## src/rtl/logic_reduce_if.sv

```systemverilog
// logic_reduce handshake bundle: beat input side and result output side.
// slave is the reducer's view, master is the source/sink view.
interface logic_reduce_if #(
   parameter int WIDTH = 8,
   parameter int CNT_W = 8
);
   logic             in_valid;
   logic             in_ready;
   logic [WIDTH-1:0] in_data;
   logic             in_last;
   logic [2:0]       mode;
   logic             out_valid;
   logic             out_ready;
   logic [WIDTH-1:0] out_data;
   logic             out_red;
   logic [2:0]       out_mode;
   logic [CNT_W-1:0] out_beats;

   modport slave (
      input  in_valid, in_data, in_last, mode, out_ready,
      output in_ready, out_valid, out_data, out_red,
      output out_mode, out_beats
   );

   modport master (
      output in_valid, in_data, in_last, mode, out_ready,
      input  in_ready, out_valid, out_data, out_red,
      input  out_mode, out_beats
   );
endinterface

```

## src/rtl/logic_reduce.sv

```systemverilog
// logic_reduce: folds a packet of beats under OR/AND/XOR (optionally
// inverted) and emits one registered vector + scalar result per packet.
module logic_reduce #(
   parameter int WIDTH = 8,
   parameter int CNT_W = 8
) (
   input  logic           clk,
   input  logic           rst,
   logic_reduce_if.slave  bus
);
   localparam logic [1:0] S_IDLE = 2'd0;
   localparam logic [1:0] S_ACC  = 2'd1;
   localparam logic [1:0] S_HOLD = 2'd2;

   localparam logic [1:0] OP_OR  = 2'd0;
   localparam logic [1:0] OP_AND = 2'd1;
   localparam logic [1:0] OP_XOR = 2'd2;

   logic [1:0]       r_state;
   logic [WIDTH-1:0] r_acc;
   logic [CNT_W-1:0] r_cnt;
   logic [2:0]       r_mode;
   logic [WIDTH-1:0] r_out_data;
   logic             r_out_red;
   logic [2:0]       r_out_mode;
   logic [CNT_W-1:0] r_out_beats;

   logic             w_out_valid;
   logic             w_in_ready;
   logic             w_fire_in;
   logic             w_fire_out;
   logic             w_first;
   logic [2:0]       w_mode;
   logic [1:0]       w_op;
   logic             w_inv;
   logic [WIDTH-1:0] w_comb;
   logic [WIDTH-1:0] w_acc_next;
   logic [CNT_W-1:0] w_cnt_next;
   logic             w_red_raw;
   logic [WIDTH-1:0] w_res;
   logic             w_red;

   assign w_out_valid = (r_state == S_HOLD);
   assign w_in_ready  = !rst && (!w_out_valid || bus.out_ready);
   assign w_fire_in   = bus.in_valid && w_in_ready;
   assign w_fire_out  = w_out_valid && bus.out_ready;

   // A beat outside ACC always opens a new packet (HOLD never has a partial).
   assign w_first = (r_state != S_ACC);
   assign w_mode  = w_first ? bus.mode : r_mode;

   // Split mode into base operator and inversion flag.
   always_comb begin
      w_op  = OP_OR;
      w_inv = 1'b0;
      case (w_mode)
         3'd1: begin w_op = OP_OR;  w_inv = 1'b1; end
         3'd2: begin w_op = OP_AND; w_inv = 1'b0; end
         3'd3: begin w_op = OP_AND; w_inv = 1'b1; end
         3'd4: begin w_op = OP_XOR; w_inv = 1'b0; end
         3'd5: begin w_op = OP_XOR; w_inv = 1'b1; end
         default: begin w_op = OP_OR; w_inv = 1'b0; end
      endcase
   end

   // Combine accumulator with the incoming beat under the base operator.
   always_comb begin
      w_comb = r_acc | bus.in_data;
      unique case (1'b1)
         (w_op == OP_AND): w_comb = r_acc & bus.in_data;
         (w_op == OP_XOR): w_comb = r_acc ^ bus.in_data;
         default:          w_comb = r_acc | bus.in_data;
      endcase
   end

   assign w_acc_next = w_first ? bus.in_data : w_comb;

   // Beat counter saturates at all-ones instead of wrapping.
   always_comb begin
      w_cnt_next = CNT_W'(1);
      if (!w_first) begin
         w_cnt_next = (r_cnt == '1) ? r_cnt : r_cnt + CNT_W'(1);
      end
   end

   // Scalar reduction of the final value under the same base operator.
   always_comb begin
      w_red_raw = |w_acc_next;
      unique case (1'b1)
         (w_op == OP_AND): w_red_raw = &w_acc_next;
         (w_op == OP_XOR): w_red_raw = ^w_acc_next;
         default:          w_red_raw = |w_acc_next;
      endcase
   end

   assign w_res = w_inv ? ~w_acc_next : w_acc_next;
   assign w_red = w_inv ? ~w_red_raw  : w_red_raw;

   // Packet FSM: accumulate beats, load result on last, drain on consume.
   always_ff @(posedge clk) begin
      if (rst) begin
         r_state     <= S_IDLE;
         r_acc       <= '0;
         r_cnt       <= '0;
         r_mode      <= '0;
         r_out_data  <= '0;
         r_out_red   <= 1'b0;
         r_out_mode  <= '0;
         r_out_beats <= '0;
      end else if (w_fire_in) begin
         if (bus.in_last) begin
            r_state     <= S_HOLD;
            r_acc       <= '0;
            r_cnt       <= '0;
            r_out_data  <= w_res;
            r_out_red   <= w_red;
            r_out_mode  <= w_mode;
            r_out_beats <= w_cnt_next;
         end else begin
            r_state <= S_ACC;
            r_acc   <= w_acc_next;
            r_cnt   <= w_cnt_next;
            r_mode  <= w_mode;
         end
      end else if (w_fire_out) begin
         r_state <= S_IDLE;
      end
   end

   assign bus.in_ready  = w_in_ready;
   assign bus.out_valid = w_out_valid;
   assign bus.out_data  = r_out_data;
   assign bus.out_red   = r_out_red;
   assign bus.out_mode  = r_out_mode;
   assign bus.out_beats = r_out_beats;
endmodule

```

## src/flat_wrapper.sv

```systemverilog
// flat-port wrapper written by rule: the top's interface ports become plain ports
module logic_reduce_flat 
#(
   parameter int WIDTH = 8,
   parameter int CNT_W = 8
)
  (clk, rst, bus_in_valid, bus_in_data, bus_in_last, bus_mode, bus_out_ready, bus_in_ready, bus_out_valid, bus_out_data, bus_out_red, bus_out_mode, bus_out_beats);
  logic_reduce_if #(.WIDTH(WIDTH), .CNT_W(CNT_W)) bus_i ();
  input  logic clk;
  input  logic rst;
  input wire logic [$bits(bus_i.in_valid)-1:0] bus_in_valid;
  input wire logic [$bits(bus_i.in_data)-1:0] bus_in_data;
  input wire logic [$bits(bus_i.in_last)-1:0] bus_in_last;
  input wire logic [$bits(bus_i.mode)-1:0] bus_mode;
  input wire logic [$bits(bus_i.out_ready)-1:0] bus_out_ready;
  output wire logic [$bits(bus_i.in_ready)-1:0] bus_in_ready;
  output wire logic [$bits(bus_i.out_valid)-1:0] bus_out_valid;
  output wire logic [$bits(bus_i.out_data)-1:0] bus_out_data;
  output wire logic [$bits(bus_i.out_red)-1:0] bus_out_red;
  output wire logic [$bits(bus_i.out_mode)-1:0] bus_out_mode;
  output wire logic [$bits(bus_i.out_beats)-1:0] bus_out_beats;
  assign bus_i.in_valid = bus_in_valid;
  assign bus_i.in_data = bus_in_data;
  assign bus_i.in_last = bus_in_last;
  assign bus_i.mode = bus_mode;
  assign bus_i.out_ready = bus_out_ready;
  assign bus_in_ready = bus_i.in_ready;
  assign bus_out_valid = bus_i.out_valid;
  assign bus_out_data = bus_i.out_data;
  assign bus_out_red = bus_i.out_red;
  assign bus_out_mode = bus_i.out_mode;
  assign bus_out_beats = bus_i.out_beats;
  logic_reduce #(.WIDTH(WIDTH), .CNT_W(CNT_W)) u_core (.clk(clk), .rst(rst), .bus(bus_i));
endmodule
```

## config.mk

```make
export PLATFORM = sky130hd
export DESIGN_NAME = logic_reduce_flat
export DESIGN_NICKNAME = d
export VERILOG_FILES = /design/src/rtl/logic_reduce_if.sv /design/src/rtl/logic_reduce.sv /design/src/flat_wrapper.sv
export SDC_FILE = /design/constraint.sdc
export NUM_CORES = 1
export LEC_CHECK = 0
export ABC_CLOCK_PERIOD_IN_PS = 3490
export CAP_MARGIN = 20
export CELL_PAD_IN_SITES_DETAIL_PLACEMENT = 1
export CELL_PAD_IN_SITES_GLOBAL_PLACEMENT = 1
export CORE_MARGIN = 4
export CORE_UTILIZATION = 37
export DETAILED_ROUTE_END_ITERATION = 7
export HOLD_SLACK_MARGIN = 0.06
export MAX_ROUTING_LAYER = met4
export PLACE_DENSITY = 0.77
export SYNTH_ARGS = -nofsm -noshare
export SYNTH_HDL_FRONTEND = slang
export SYNTH_SLANG_ARGS = --single-unit
```

## constraint.sdc

```tcl
create_clock -name clk -period 3.49 [get_ports clk]
set_input_delay 0.698 -clock clk [delete_from_list [all_inputs] [get_ports clk]]
set_output_delay 0.698 -clock clk [all_outputs]
set_load 0.05 [all_outputs]
```

Yosys cells after proc, flatten, opt, wreduce, memory -nomap -nowiden
Index checks and enable logic that the tools add are counted.
- logic and storage cells: 55
- input bits: 16
- output and inout port bits: 22
- register bits after elaboration: 41
- mux-type cells: 15
- reductions and logical operators: 15
- bitwise gates (word level): 6
- equal/unequal tests: 10
- $add $sub $neg: 1
- operators with widths (kind ; count):
    8-bit 2-to-1 mux ; 6
    8-bit one-hot mux with 2 select lines ; 1
    8-bit by 1-bit adder with 8-bit output, second input constant ; 1
    8-bit AND ; 1
    8-bit equality test, second input constant ; 1
    8-bit NOT ; 1
    8-bit bitwise OR ; 1
    8-bit AND reduction ; 1
    8-bit OR reduction ; 1
    8-bit XOR reduction ; 1
    8-bit bitwise XOR ; 1
    3-bit by 2-bit equality test with 1-bit output, second input constant ; 2
    3-bit equality test, second input constant ; 2
    2-bit 2-to-1 mux ; 3
    2-bit equality test, second input constant ; 2
    2-bit one-hot mux with 2 select lines ; 1
    2-bit AND reduction ; 2
    2-bit OR reduction ; 2
    3-bit by 1-bit equality test with 1-bit output, second input constant ; 1
    1-bit logical AND ; 3
    3-bit 2-to-1 mux ; 1
    3-bit OR reduction ; 1
    2-bit by 1-bit equality test with 1-bit output, second input constant ; 1
    1-bit logical NOT ; 2
    6 further kinds ; 8

Longest topological paths before layout
Gate-level depths: netlist of run 1.
- word-level depth: 12
- gate-level depth with buffers: 17
- mapped depth without buffers: 14

Worst setup path after synthesis of run 1
Ideal clock, no wire load.
- kind: register -> register
- start point: reg u_core.r_state[1]
- end point: reg u_core.r_out_red (netlist: u_core.bus.out_red)
- data required time: 3.427 ns
- setup time: 0.063 ns
- stages on the path, launching flop included: 17
- setup slack: 0.036 ns
- path buffers: 4
- clock period less this slack: 3.454 ns
- arrival time: 3.391 ns
- cells stage by stage: dfxtp_1 > nand2b_1 > buf_2 > buf_1 > nand3_1 > o21ai_0 > ha_1 > buf_2 > buf_2 > a211o_1 > o21ai_0 > ha_1 > xor2_1 > xnor2_1 > a221o_1 > a211o_1 > nand3_1
- cells in the longest elaborated chain, start to end: 12
- elaborated cells on any way between the ends: 28
- those cells by class: eq/ne (9); mux (7); bitwise (1); reduce/logical (11)
- RTL lines (what ; line ; RTL):
    start, declared ; logic_reduce.sv:19 ; logic [1:0] r_state;
    start signal, assigned ; logic_reduce.sv:102 ; r_state <= S_IDLE;
    start signal, assigned ; logic_reduce.sv:112 ; r_state <= S_HOLD;
    start signal, assigned ; logic_reduce.sv:120 ; r_state <= S_ACC;
    2-bit by 1-bit inequality test with 1-bit output ; logic_reduce.sv:49 ; assign w_first = (r_state != S_ACC);
    3-bit 2-to-1 mux ; logic_reduce.sv:50 ; assign w_mode = w_first ? bus.mode : r_mode;
    3-bit equality test or 3-bit by 2-bit equality test with 1-bit output (tied branches) ; logic_reduce.sv:56 ; case (w_mode)
    2-bit OR reduction (no line) ; - ;
    2-bit one-hot mux with 2 select lines ; logic_reduce.sv:56 ;
    2-bit equality test or 2-bit by 1-bit equality test with 1-bit output (tied branches) ; - ;
    8-bit one-hot mux with 2 select lines ; logic_reduce.sv:69 ; unique case (1'b1)
    8-bit 2-to-1 mux ; logic_reduce.sv:76 ; assign w_acc_next = w_first ? bus.in_data : w_comb;
    8-bit OR reduction, or another cell as far along ; - ;
    1-bit one-hot mux with 2 select lines ; logic_reduce.sv:89 ; unique case (1'b1)
    1-bit NOT ; logic_reduce.sv:97 ; assign w_red = w_inv ? ~w_red_raw : w_red_raw;
    1-bit 2-to-1 mux ; logic_reduce.sv:97 ;
    end signal, assigned ; logic_reduce.sv:116 ; r_out_red <= w_red;
    end, declared ; logic_reduce.sv:24 ; logic r_out_red;
Several ways; a longest one is shown, not always the timed one.
A chain may end at the register's enable or synchronous reset.

Worst setup path after layout of run 1
- start point: in bus_mode[1]
- end point: reg u_core.r_out_red (netlist: u_core.bus.out_red)
- cells in the longest elaborated chain, start to end: 11
- elaborated cells on any way between the ends: 21
- those cells by class: eq/ne (7); mux (7); bitwise (1); reduce/logical (6)
- RTL lines (what ; line ; RTL):
    start, declared ; flat_wrapper.sv:14 ; input wire logic [$bits(bus_i.mode)-1:0] bus_mode;
    3-bit 2-to-1 mux * ; logic_reduce.sv:50 ;
    3-bit equality test or 3-bit by 2-bit equality test with 1-bit output (tied branches) ; logic_reduce.sv:56 ;
    2-bit OR reduction (no line) ; - ;
    2-bit one-hot mux with 2 select lines ; logic_reduce.sv:56 ;
    2-bit equality test or 2-bit by 1-bit equality test with 1-bit output (tied branches) ; - ;
    8-bit one-hot mux with 2 select lines ; logic_reduce.sv:69 ;
    8-bit 2-to-1 mux ; logic_reduce.sv:76 ;
    8-bit OR reduction, or another cell as far along ; - ;
    1-bit one-hot mux with 2 select lines ; logic_reduce.sv:89 ;
    1-bit NOT ; logic_reduce.sv:97 ;
    1-bit 2-to-1 mux * ; logic_reduce.sv:97 ;
Every way passes the cells marked *; elsewhere a longest branch is shown, timed or not.

==> results of run 1 <==
## flip-flops by register name, indices dropped and copies added, names as in the netlist
name and count:
u_core.bus.out_beats 8, u_core.bus.out_data 8, u_core.bus.out_mode 3, u_core.bus.out_red 1, u_core.r_acc 8, u_core.r_cnt 8
u_core.r_mode 3, u_core.r_state 2
## stage by stage
step,utilization,cells
6_report,0.481,435
2_1_floorplan,-,308
4_1_cts,0.480,435
3_3_place_gp,0.461,427
3_5_place_dp,0.461,427
5_1_grt,0.481,435
## worst register-to-register path, cell delays in order, from the launching register on
cell and delay, ps:
dfxtp_1 440, nand2b_1 200, o21ai_0 300, ha_2 400
buf_4 170, a221oi_1 220, a211o_1 150, o21ai_0 120
ha_1 300, xor2_1 150, xnor2_1 130, a221o_1 320
a211o_1 260, nand3_1 60
## cell families (layout without fill, tap and decap cells)
| kind of cell | count (synthesis) | count (layout) | synth area share |
|---|---|---|---|
| AND/OR/NAND/NOR | 92 | 92 | 0.177 |
| AO/OA/AOI/OAI | 84 | 84 | 0.235 |
| buffers and inverters | 49 | 96 | 0.0835 |
| flip-flops | 41 | 41 | 0.320 |
| adder cells (fa/ha/maj) | 27 | 27 | 0.132 |
| XOR/XNOR | 13 | 13 | 0.0444 |
| multiplexers | 2 | 2 | 0.00781 |
## synth_stat cells, types with 2 or more instances
master	number
nor2_1	31
a22oi_1	10
nor3_1	5
nand2_1	21
nand4_1	2
a211oi_1	10
buf_6	2
nand2b_1	4
o21ai_2	4
and3_1	2
inv_1	29
mux2i_1	2
and4_1	4
o21ai_0	8
o31ai_1	2
clkbuf_1	7
buf_2	9
a21oi_1	17
a211o_1	9
xor2_1	9
nor2b_1	3
xnor2_1	4
a221oi_1	8
dfxtp_1	41
nand3_1	13
ha_1	27
a22o_1	3
a31oi_1	4
## metal layers
metal | up-vias | part of all wire | track usage
met1 | 1166 | 0.43 | 0.215
met4 | 0 | 0.019 | 0.0603
li1 | 1191 | - | -
met2 | 42 | 0.53 | 0.339
met3 | 12 | 0.028 | 0.0273
met5 | - | 0 | -
## cell type report
class | count | area [um2]
inverters | 29 | 109
clock inverters | 2 | 35.0
fillers | 811 | 3500
clock buffers | 5 | 68.8
well taps | 80 | 100
repair buffers | 60 | 567
multi-input cells | 218 | 1550
flip-flops and latches | 41 | 821
## worst max path at each step
stage / start / to / slack [ps] / depth (start not counted)
global route: bus_mode[1] / u_core.bus.out_red / 50 / 15
CTS: bus_mode[2] / u_core.bus.out_red / 20 / 15
finish: bus_mode[1] / u_core.bus.out_red / 180 / 15
detailed placement: bus_mode[1] / u_core.bus.out_red / -420 / 15
floorplan: u_core.r_state[1] / u_core.bus.out_red / 40 / 16
global placement: bus_mode[1] / u_core.bus.out_red / -270 / 15
## power by group through the flow
stage	Combinational (W)	Sequential (W)	Clock (W)
after detailed placement	0.000304	0.000506	0
final	0.000311	0.000495	0.000379
after global placement	0.000293	0.000505	0
after floorplan	0.000159	0.000533	0
after global routing	0.000339	0.000497	0.000405
after CTS	0.000311	0.000495	0.000388
## what timing repair did
item,4_1_cts,5_1_grt
hold buffers,0,0
buffers inserted,1,0
gates resized for setup,5,2
pin swaps,2,0
gates cloned,0,0
endpoints found under the setup margin,1,1
==> reports/metrics.yaml, run 1 <==
synth_nets: 351
synth_async_sr_flop_share: 0
drive_gt1_frac: 0.124
via_per_inst: 5.54
antenna_found_initial: 0
total_power_w: 0.00118
fin_ws_ps: 181
remaining_drc_errors: 0
setup_tns_ps: 0
gr-total-overflow: 0
pin_count: 38
finalSetupViolCount: 0
area_delta_synth_final_pct: 26.9
relSlewSlack: 0.391
synth_top_area_share: 0.320
hold_path_depth: 2
clock_path_buffers: 2
die_w_um: 91.2
synth_cell_types: 46
grt_first_pass_wirelength_um: 12400
cap_violations: 0
rsz0062_at_grt: "no"
clk_latency_ps: 300
wl_per_cell_um: 17.0
coreArea_um2: 6760
fin_nets: 398
cts_made_buffers: 5
skew_ps: 7.38
crit_family: "compound AO/OA/AOI/OAI gates"
layout_commonest_cell: "dfxtp_1"
wirelength_um: 7390
mostFrequentLayoutCells: "dfxtp_1 (41), clkdlybuf4s50_1 (34), nor2_1 (31)"
internal_power_w: 0.000823
synthTopCellsByArea: "dfxtp_1 (32%), ha_1 (13%), nor2_1 (4.5%)"
place_congestion: 0.849
synth_top_flop_cell: "dfxtp_1"
powerDensity_nw_per_um2: 364
finalCritPeriodShare: 0.948
cp_slowest_stage_delay_ps: 400
crit_fanout: 7
cts_root_buffer: "clkbuf_8"
ys_ff_latch: 41
sw_frac_of_total: 0.305
status: "finished clean"
irDropWorstVdd_uv: 143
crit_chain: "dlygate4sd2_1 -> inv_1 -> nand3_1 -> o21ai_0 -> ha_2 -> buf_4 -> a221oi_1 -> a211o_1 -> o21ai_0 -> ha_1 -> xor2_1 -> xnor2_1 -> a221o_1 -> a211o_1 -> nand3_1"
dp_slack_ps: -420
synthCells: 308
r2r-end: "u_core.bus.out_red"
p_switching_w: 0.000361
cts_max_level: 2
cts_tree: "done"
worstMarginPinSlew_ps: 911
synth.largest_area_cell: "dfxtp_1"
clkPwrFrac: 0.320
die-area_um2: 8320
cp_slowest_cell: "ha_2"
dr.pass1.iters: 4
num_vias: 2411
p_seq_frac: 0.417
seq_area_frac_synth: 0.320
comb_power_share: 0.263
synth-edff-count: 0
r2r-start: "u_core.r_state[0]"
drt_iter0_markers: 52
gr-usage-all-layers: 0.189
clk_pin_slew_ps: 80
stdcell_area_um2: 3250
placed_area_um2: 3120
grt_pass1_vias: 2473
startpoint_type: "input port"
p_leak_nw: 1.31
required_ps: 3740
grt_max_degree: 22
holdWs_ps: 457
crit_arrival_ps: 3550
initial_core_util: 0.379
ff2ff_setup_slack_ps: 210
ant_nets: 0
crit_path_end_kind: "register"
r2r_cells: 13
dp_hpwl_um: 5530
max_clock_freq_ghz: 0.302
critPathBufInv: 3
dieHeight_um: 91.2
slew_violations: 0
synth.cell_area_um2: 2560
min_path_type: "register to register"
min_from: "u_core.bus.out_beats[2]"
syn-mean-instance-area_um2: 8.32
period_needed_ps: 3310
min_to: "u_core.bus.out_beats[2]"
crit_type: "input port to register"
yosys_warnings: 0
final_hold_viol_count: 0
row_count: 30
io_buffers: 37
antenna_cells: 0
cts_sinks: 41
No activity file was read; power rests on OpenSTA's default activity.
==> run 2: changes to the inputs <==
Settings changed: GPL_TIMING_DRIVEN set to 0.
==> reports/metrics.yaml, run 2 (synthesis results as in run 1) <==
status: "finished clean"
crit_path_end_kind: "register"
fin_cells: 431
row_count: 30
fillerInstances: 830
layout_commonest_cell: "dfxtp_1"
dr.pass1.iters: 4
io_buffers: 37
finalSetupViolCount: 0
internal_power_w: 0.000815
place_congestion: 0.836
grt_max_degree: 15
relSlewSlack: 0.547
required_ps: 3740
via_per_inst: 5.55
clkPwrFrac: 0.340
hold_path_depth: 2
p_switching_w: 0.000384
fin_nets: 393
drt_iter0_markers: 62
wl_per_cell_um: 17.3
remaining_drc_errors: 0
seq_area_um2: 826
wirelength_um: 7460
finalCritPeriodShare: 0.964
cts_max_level: 2
grt_first_pass_wirelength_um: 12300
crit_arrival_ps: 3610
clock_path_buffers: 2
cts_root_buffer: "clkbuf_8"
crit_fanout: 10
antenna_found_initial: 0
p_leak_nw: 1.27
coreArea_um2: 6760
dp_cells: 425
cts_sinks: 41
min_path_type: "register to register"
initial_core_util: 0.379
rsz0062_at_grt: "no"
sw_frac_of_total: 0.320
pin_count: 38
ant_nets: 0
cts_made_buffers: 5
p_seq_frac: 0.413
irDropWorstVdd_uv: 193
crit_type: "register to register"
worstMarginPinSlew_ps: 678
startpoint_type: "register"
slew_violations: 0
mostFrequentLayoutCells: "dfxtp_1 (39), clkdlybuf4s50_1 (35), nor2_1 (31)"
cts_tree: "done"
max_clock_freq_ghz: 0.297
final_hold_viol_count: 0
die-area_um2: 8320
setup_tns_ps: 0
clk_latency_ps: 310
dp_hpwl_um: 5380
antenna_cells: 0
dieHeight_um: 91.2
clk_pin_slew_ps: 100
cap_violations: 0
area_delta_synth_final_pct: 26.3
multi_input_area_um2: 1610
comb_power_share: 0.247
gr-usage-all-layers: 0.189
r2r_cells: 15
drive_gt1_frac: 0.114
die_w_um: 91.2
period_needed_ps: 3360
grt_pass1_vias: 2427
hold_buffers: 0
num_vias: 2393
gr-total-overflow: 0
powerDensity_nw_per_um2: 371
skew_ps: 11.0
==> run 2: cell types whose count changed in the layout (fill, tap and decap cells not counted), moves of 3 or more <==
cell / previous run / this run
buf_4: 22 / 3
buf_2: 0 / 6
o21ai_0: 8 / 3
clkbuf_1: 0 / 6
buf_6: 0 / 3
o21ai_2: 4 / 7
==> run 2: power by group through the flow <==
stage	Clock (W)	Sequential (W)	Combinational (W)
finish	0.000408	0.000495	0.000297
global route	0.000437	0.000498	0.000323
CTS	0.000416	0.000495	0.000291
detailed placement	0	0.000506	0.000279
global placement	0	0.000505	0.000271
floorplan	0	0.000533	0.000159
==> run 2: final timing paths <==
kind	from	to	slack, ps
max	u_core.r_state[1]	u_core.bus.out_red	130
min reg2reg	u_core.bus.out_beats[7]	u_core.bus.out_beats[7]	460
min	u_core.bus.out_beats[7]	u_core.bus.out_beats[7]	460
max reg2reg	u_core.r_state[1]	u_core.bus.out_red	130
==> run 2: worst max-delay path: stages, from the launching register on <==
cell and delay [ps]:
dfxtp_2 350, nand2b_4 190, buf_6 160, buf_4 170, o21a_1 240, ha_4 170
buf_2 180, a221oi_1 300, a211o_1 200, o21ai_4 100, ha_1 310, xor2_1 170
xnor2_1 120, a221o_1 310, a211o_1 260, nand3_1 60
==> run 2: layout make-up <==
type	count	area share
Inverter	29	0.0336
Sequential cell	41	0.255
Tap cell	80	0.0309
Buffer	18	0.0336
Multi-Input combinational cell	218	0.496
Timing Repair Buffer	37	0.115
Clock inverter	3	0.0143
Clock buffer	5	0.0213
==> run 2: what timing repair did <==
action,CTS,global route
pin swaps,1,2
buffers inserted,0,0
endpoints found under the setup margin,1,1
resized for setup,22,8
==> run 2: per-layer routing <==
| metal | up-vias | track usage | part of all wire |
|---|---|---|---|
| met5 | - | - | 0 |
| met4 | 0 | 0.0540 | 0.012 |
| met3 | 8 | 0.0307 | 0.026 |
| met2 | 32 | 0.332 | 0.50 |
| met1 | 1173 | 0.221 | 0.46 |
| li1 | 1180 | - | - |
==> run 2: metrics by stage <==
stage / setup slack [ps] / hold slack (ps) / area, um2 / total power (W) / utilization
after floorplan: 35.6 / 450 / 2560 / 0.000692 / -
after global placement: -686 / 443 / 3030 / 0.000776 / 0.449
after detailed placement: -706 / 447 / 3030 / 0.000785 / 0.449
after CTS: 3.76 / 461 / 3190 / 0.00120 / 0.473
after global routing: 7.74 / 477 / 3240 / 0.00126 / 0.479
final: 126 / 457 / 3240 / 0.00120 / 0.479
